$ cat src/rtl/ram_pkg.sv
// Shared definitions for the RAM data-port arbiter: FSM encoding and default widths.
package ram_pkg;
    localparam int AW_DEF       = 16;
    localparam int DW_DEF       = 16;
    localparam int MAX_READ_LAT = 7;

    typedef enum logic [1:0] {
        IDLE  = 2'd0,
        ISSUE = 2'd1,
        WAIT  = 2'd2,
        DONE  = 2'd3
    } state_t;
endpackage

$ cat src/rtl/rr_arb2.sv
// Two-way arbiter: combinational grant, registered last-grant pointer (reset favours master 0).
// No backpressure; the pointer only advances when update is asserted with a live request.
module rr_arb2 #(
    parameter int FIXED_PRIO = 0
) (
    input  logic       clk,
    input  logic       rst_n,
    input  logic [1:0] req,
    input  logic       update,
    output logic       any,
    output logic       winner
);
    logic last_grant;

    assign any = |req;

    always_comb begin
        winner = 1'b0;
        if (req == 2'b10) begin
            winner = 1'b1;
        end else if (req == 2'b11) begin
            winner = (FIXED_PRIO != 0) ? 1'b0 : ~last_grant;
        end
    end

    always_ff @(posedge clk or negedge rst_n) begin
        if (!rst_n) begin
            last_grant <= 1'b1;
        end else if (update && any) begin
            last_grant <= winner;
        end
    end
endmodule

$ cat src/rtl/ram_data_arbiter.sv
// Shares the RAM data port between two req/ack masters, one registered access at a time.
// Write acks 2 cycles after req is seen, reads 2+READ_LAT; losers simply hold req until served.
module ram_data_arbiter
    import ram_pkg::*;
#(
    parameter int AW         = AW_DEF,
    parameter int DW         = DW_DEF,
    parameter int READ_LAT   = 1,
    parameter int FIXED_PRIO = 0
) (
    input  logic          clk,
    input  logic          rst_n,
    input  logic          req0,
    input  logic          req1,
    input  logic          we0,
    input  logic          we1,
    input  logic [AW-1:0] addr0,
    input  logic [AW-1:0] addr1,
    input  logic [DW-1:0] wdata0,
    input  logic [DW-1:0] wdata1,
    output logic          ack0,
    output logic          ack1,
    output logic [DW-1:0] rdata0,
    output logic [DW-1:0] rdata1,
    output logic [AW-1:0] ram_addr,
    output logic [DW-1:0] ram_wdata,
    output logic          ram_we,
    input  logic [DW-1:0] ram_rdata,
    output logic          busy
);
    if (READ_LAT < 0 || READ_LAT > MAX_READ_LAT) begin : g_bad_read_lat
        $error("ram_data_arbiter: READ_LAT must be within 0..7");
    end

    localparam int          LW        = (READ_LAT > 0) ? READ_LAT - 1 : 0;
    localparam logic [2:0]  LAST_WAIT = LW[2:0];

    state_t     state, state_nxt;
    logic       win;
    logic [2:0] wait_cnt;
    logic       arb_any, arb_win;
    logic       rd_done;

    rr_arb2 #(.FIXED_PRIO(FIXED_PRIO)) u_arb (
        .clk    (clk),
        .rst_n  (rst_n),
        .req    ({req1, req0}),
        .update (state == IDLE),
        .any    (arb_any),
        .winner (arb_win)
    );

    assign busy = (state != IDLE);

    always_comb begin
        state_nxt = state;
        rd_done   = 1'b0;
        case (state)
            IDLE: begin
                if (arb_any) state_nxt = ISSUE;
            end
            ISSUE: begin
                if (ram_we) begin
                    state_nxt = DONE;
                end else if (READ_LAT == 0) begin
                    rd_done   = 1'b1;
                    state_nxt = DONE;
                end else begin
                    state_nxt = WAIT;
                end
            end
            WAIT: begin
                if (wait_cnt == LAST_WAIT) begin
                    rd_done   = 1'b1;
                    state_nxt = DONE;
                end
            end
            DONE:    state_nxt = IDLE;
            default: state_nxt = IDLE;
        endcase
    end

    always_ff @(posedge clk or negedge rst_n) begin
        if (!rst_n) state <= IDLE;
        else        state <= state_nxt;
    end

    // ram_addr is left as-is after ISSUE so a pipelined RAM keeps seeing the read address.
    always_ff @(posedge clk or negedge rst_n) begin
        if (!rst_n) begin
            win       <= 1'b0;
            wait_cnt  <= 3'd0;
            ram_addr  <= '0;
            ram_wdata <= '0;
            ram_we    <= 1'b0;
            rdata0    <= '0;
            rdata1    <= '0;
            ack0      <= 1'b0;
            ack1      <= 1'b0;
        end else begin
            ack0     <= 1'b0;
            ack1     <= 1'b0;
            wait_cnt <= (state == WAIT) ? wait_cnt + 3'd1 : 3'd0;
            if (state == IDLE && arb_any) begin
                win       <= arb_win;
                ram_addr  <= arb_win ? addr1  : addr0;
                ram_wdata <= arb_win ? wdata1 : wdata0;
                ram_we    <= arb_win ? we1    : we0;
            end
            if (state == ISSUE) begin
                ram_we <= 1'b0;
            end
            if (rd_done) begin
                if (win) rdata1 <= ram_rdata;
                else     rdata0 <= ram_rdata;
            end
            if (state_nxt == DONE) begin
                ack0 <= ~win;
                ack1 <= win;
            end
        end
    end
endmodule
$ cat config.mk
export PLATFORM = sky130hd
export DESIGN_NAME = ram_data_arbiter
export DESIGN_NICKNAME = d
export VERILOG_FILES = /design/src/rtl/ram_pkg.sv /design/src/rtl/rr_arb2.sv /design/src/rtl/ram_data_arbiter.sv
export SDC_FILE = /design/constraint.sdc
export NUM_CORES = 1
export LEC_CHECK = 0
export BUFFER_PORTS_ARGS = -buffer_cell sky130_fd_sc_hd__clkbuf_2
export CAP_MARGIN = 15
export CORE_ASPECT_RATIO = 1.5
export CORE_MARGIN = 1.5
export CORE_UTILIZATION = 42
export CTS_CLUSTER_SIZE = 40
export DETAILED_ROUTE_END_ITERATION = 10
export PLACE_DENSITY_LB_ADDON = 0.2
export SETUP_SLACK_MARGIN = 0.2
export SLEW_MARGIN = 20
export SYNTH_ARGS = -nofsm -noshare
export SYNTH_HDL_FRONTEND = slang
export SYNTH_SLANG_ARGS = --single-unit
$ cat constraint.sdc
create_clock -name clk -period 1.7 [get_ports clk]
set_input_delay 0.34 -clock clk [delete_from_list [all_inputs] [get_ports clk]]
set_output_delay 0.34 -clock clk [all_outputs]
set_load 0.01 [all_outputs]
==> flow_metrics.py <==
metrics = {
    "worst_setup_path": {
        "cp_max_fo": 4,
        "rr_startpoint": "state[0]$_DFF_PN0_",
        "worstPathArrival_ns": 1.19,
        "cp-startpoint": "state[1]$_DFF_PN0_",
        "criticalPathCategory": "flip-flop to output port",
        "start_kind": "flip-flop",
        "reg2reg_depth": 6,
        "cp-end-kind": "output port",
        "required_ns": 1.36,
        "crit_path_end": "busy",
        "r2r_slack_ns": 0.18,
        "r2r-end": "rdata0[9]$_DFFE_PN0P_",
    },
    "timing": {
        "finalClockSkew_ns": 0.00411,
        "worst_pin_slew_ns": 0.375,
        "setup_viol": 0,
        "drv_slew": 0,
        "timing.final.hold_violations": 0,
        "rsz0062_at_grt": "true",
        "period_needed_ns": 1.53,
        "finalCritPeriodShare": 0.897,
        "slew_headroom": 0.750,
        "fmax_mhz": 656,
        "fin_hold_ws_ns": 0.231,
        "finalSetupTns_ns": 0,
    },
    "pwr": {
        "leakagePower_nw": 2.42,
        "max-vdd-ir-drop_mv": 1.14,
        "power_density_nw_per_um2": 1980,
    },
    "clock_network": {
        "htreeDepth": 3,
        "clock_path_buffers": 2,
        "cts_root_buf": "clkbuf_16",
        "clk_latency_ns": 0.32,
        "clkTransAtPathRegs_ns": 0.05,
        "clock-sinks": 74,
        "cts_buffers": 9,
        "cts_tree": "yes",
    },
    "global_routing": {
        "antenna_found_initial": 0,
        "grt_pass1_wl_um": 13000,
        "grt_pass1_vias": 2744,
        "grt_overflow": 0,
        "grt_max_degree": 39,
        "globalRouteTotalUtil": 0.208,
    },
    "synthesis": {
        "ys_ff_latch": 74,
        "synth_compound_area_frac": 0.125,
        "synthSimpleGateAreaFrac": 0.104,
        "seq_area_frac_synth": 0.572,
        "synth_top_family_by_area": "multiplexers",
        "syn-num-nets": 377,
        "synth_area_sq_um": 3240,
        "async_flop_share": 1.00,
        "synth_ff_type": "dfrtp_1",
        "ys_warn_count": 0,
        "synth_edf_count": 0,
        "avgSynthCellArea_sq_um": 11.4,
        "ys_types": 31,
        "synthCells": 285,
        "synthAdderAreaFrac": 0.0232,
        "muxShareOfSynthArea": 0.134,
        "synth_xor_area_frac": 0.00270,
    },
    "routing": {
        "vias": 2741,
        "drtPass1Iterations": 4,
        "wl_per_cell_um": 14.7,
        "drt_iter0_markers": 94,
        "viasPerCell": 4.89,
        "drc": 0,
        "antenna_left": 0,
        "wl_um": 8240,
    },
    "layout": {
        "area_growth_pct": 43.7,
        "multi_input_area_sq_um": 1340,
        "n_antenna_cell": 0,
        "ff_latch_area_sq_um": 1850,
        "nets": 550,
        "drive_above_1_share": 0.512,
        "n_fill_cell": 629,
    },
    "outcome": {
        "outcome": "completed",
    },
    "min_path": {
        "hold_class": "input pin to flip-flop",
    },
    "die": {
        "fp.dieH_um": 111,
        "std_cell_rows": 39,
        "ios": 154,
        "start_util": 0.428,
        "die_x_um": 74.7,
        "coreArea_sq_um": 7560,
        "fp.dieArea_sq_um": 8260,
    },
    "placement": {
        "port_buffers": 153,
        "dp_hpwl_um": 5900,
        "gp_congestion": 0.806,
    },
    "flow_run": {
        "cap_violations": 0,
    },
}
## layer usage
layer | global-route usage | vias to the layer above | wire, um
met5 | 0 | - | 0
met4 | 0.0558 | 0 | 103
met3 | 0.0684 | 8 | 560
met2 | 0.349 | 110 | 4210
met1 | 0.252 | 1309 | 3360
li1 | - | 1314 | -
## power by group
group          total (W)  internal [W]  switching, W
registers        0.00321       0.00267      0.000541
logic            0.00438       0.00230       0.00208
clock network    0.00161      0.000990      0.000620
total            0.00920       0.00596       0.00324
## metrics by stage
| step | std cells | worst slack [ns] | power [W] | cell area [sq um] | utilization |
|---|---|---|---|---|---|
| floorplan | 285 | 0.169 | 0.00557 | 3260 | - |
| global placement | 537 | 0.167 | 0.00704 | 4210 | 0.557 |
| detailed placement | 537 | 0.115 | 0.00716 | 4210 | 0.557 |
| CTS | 556 | 0.148 | 0.00910 | 4570 | 0.604 |
| global route | 561 | 0.104 | 0.00988 | 4650 | 0.615 |
| finish | 561 | 0.175 | 0.00920 | 4650 | 0.615 |
## placed cells by master (no fill, tap or decap), types with 6 or more instances in the layout
cell type,netlist,routed
a21oi_1,66,66
clkbuf_2,1,151
buf_12,1,6
dfrtp_1,73,73
nor2_1,34,34
mux2_2,12,7
buf_4,3,15
clkbuf_16,0,10
nand2_1,34,34
mux2_4,20,25
## flip-flops by register name (all words and copies together) (netlist names), 2 cells and up
signal     flops
rdata0        16
wait_cnt       3
ram_wdata     16
state          2
ram_addr      16
rdata1        16
## critical path, stage by stage (launching register included)
cell     delay (ns)
dfrtp_1        0.42
inv_2          0.11
ha_4           0.18
inv_2          0.05
buf_6          0.11
## what timing repair did
item                                    CTS  global route
hold buffers                              1             0
hold endpoints to repair                 25             0
pin swaps                                 2             1
gates cloned                              0             1
gates resized for setup                  10             9
endpoints found under the setup margin   33            38
buffers inserted                          6             4
## worst min path at each step
| stage | endpoint | startpoint | cells after the start | slack (ns) |
|---|---|---|---|---|
| final | ram_addr[7]$_DFFE_PN0P_ | addr0[7] | 3 | 0.23 |
| after global routing | ram_addr[7]$_DFFE_PN0P_ | addr0[7] | 3 | 0.22 |
| after CTS | ram_addr[7]$_DFFE_PN0P_ | addr0[7] | 3 | 0.22 |
| after detailed placement | ram_wdata[5]$_DFFE_PN0P_ | rst_n | 1 | 0.29 |
| after global placement | ram_wdata[5]$_DFFE_PN0P_ | rst_n | 1 | 0.29 |
| after floorplan | ack0$_DFF_PN0_ | rst_n | 0 | 0.04 |
## area by class of cell
class	instances	area share
clock buffer	11	0.0522
clock inverter	1	0.00108
multi-input combinational	190	0.288
sequential	74	0.398
tap	102	0.0274
timing repair buffer	178	0.230
inverter	5	0.00403
## cells by family (layout without fill, tap and decap cells)
family	after synthesis	after routing
compound gates	75	75
xor+xnor	1	1
fa+ha+maj	6	6
buf+inv	21	195
flops	74	74
mux	32	32
simple gates	76	76
## cell usage after synthesis, drive strengths merged (2+ instances only)
cell / number / area share
nand2: 34 / 0.039
nor2: 35 / 0.043
dfrtp: 73 / 0.56
o21ai: 2 / 0.0042
buf: 15 / 0.032
a21oi: 66 / 0.10
and2: 2 / 0.0039
inv: 5 / 0.0058
mux2: 32 / 0.13
ha: 6 / 0.023
(Power assumes the default switching activity.)
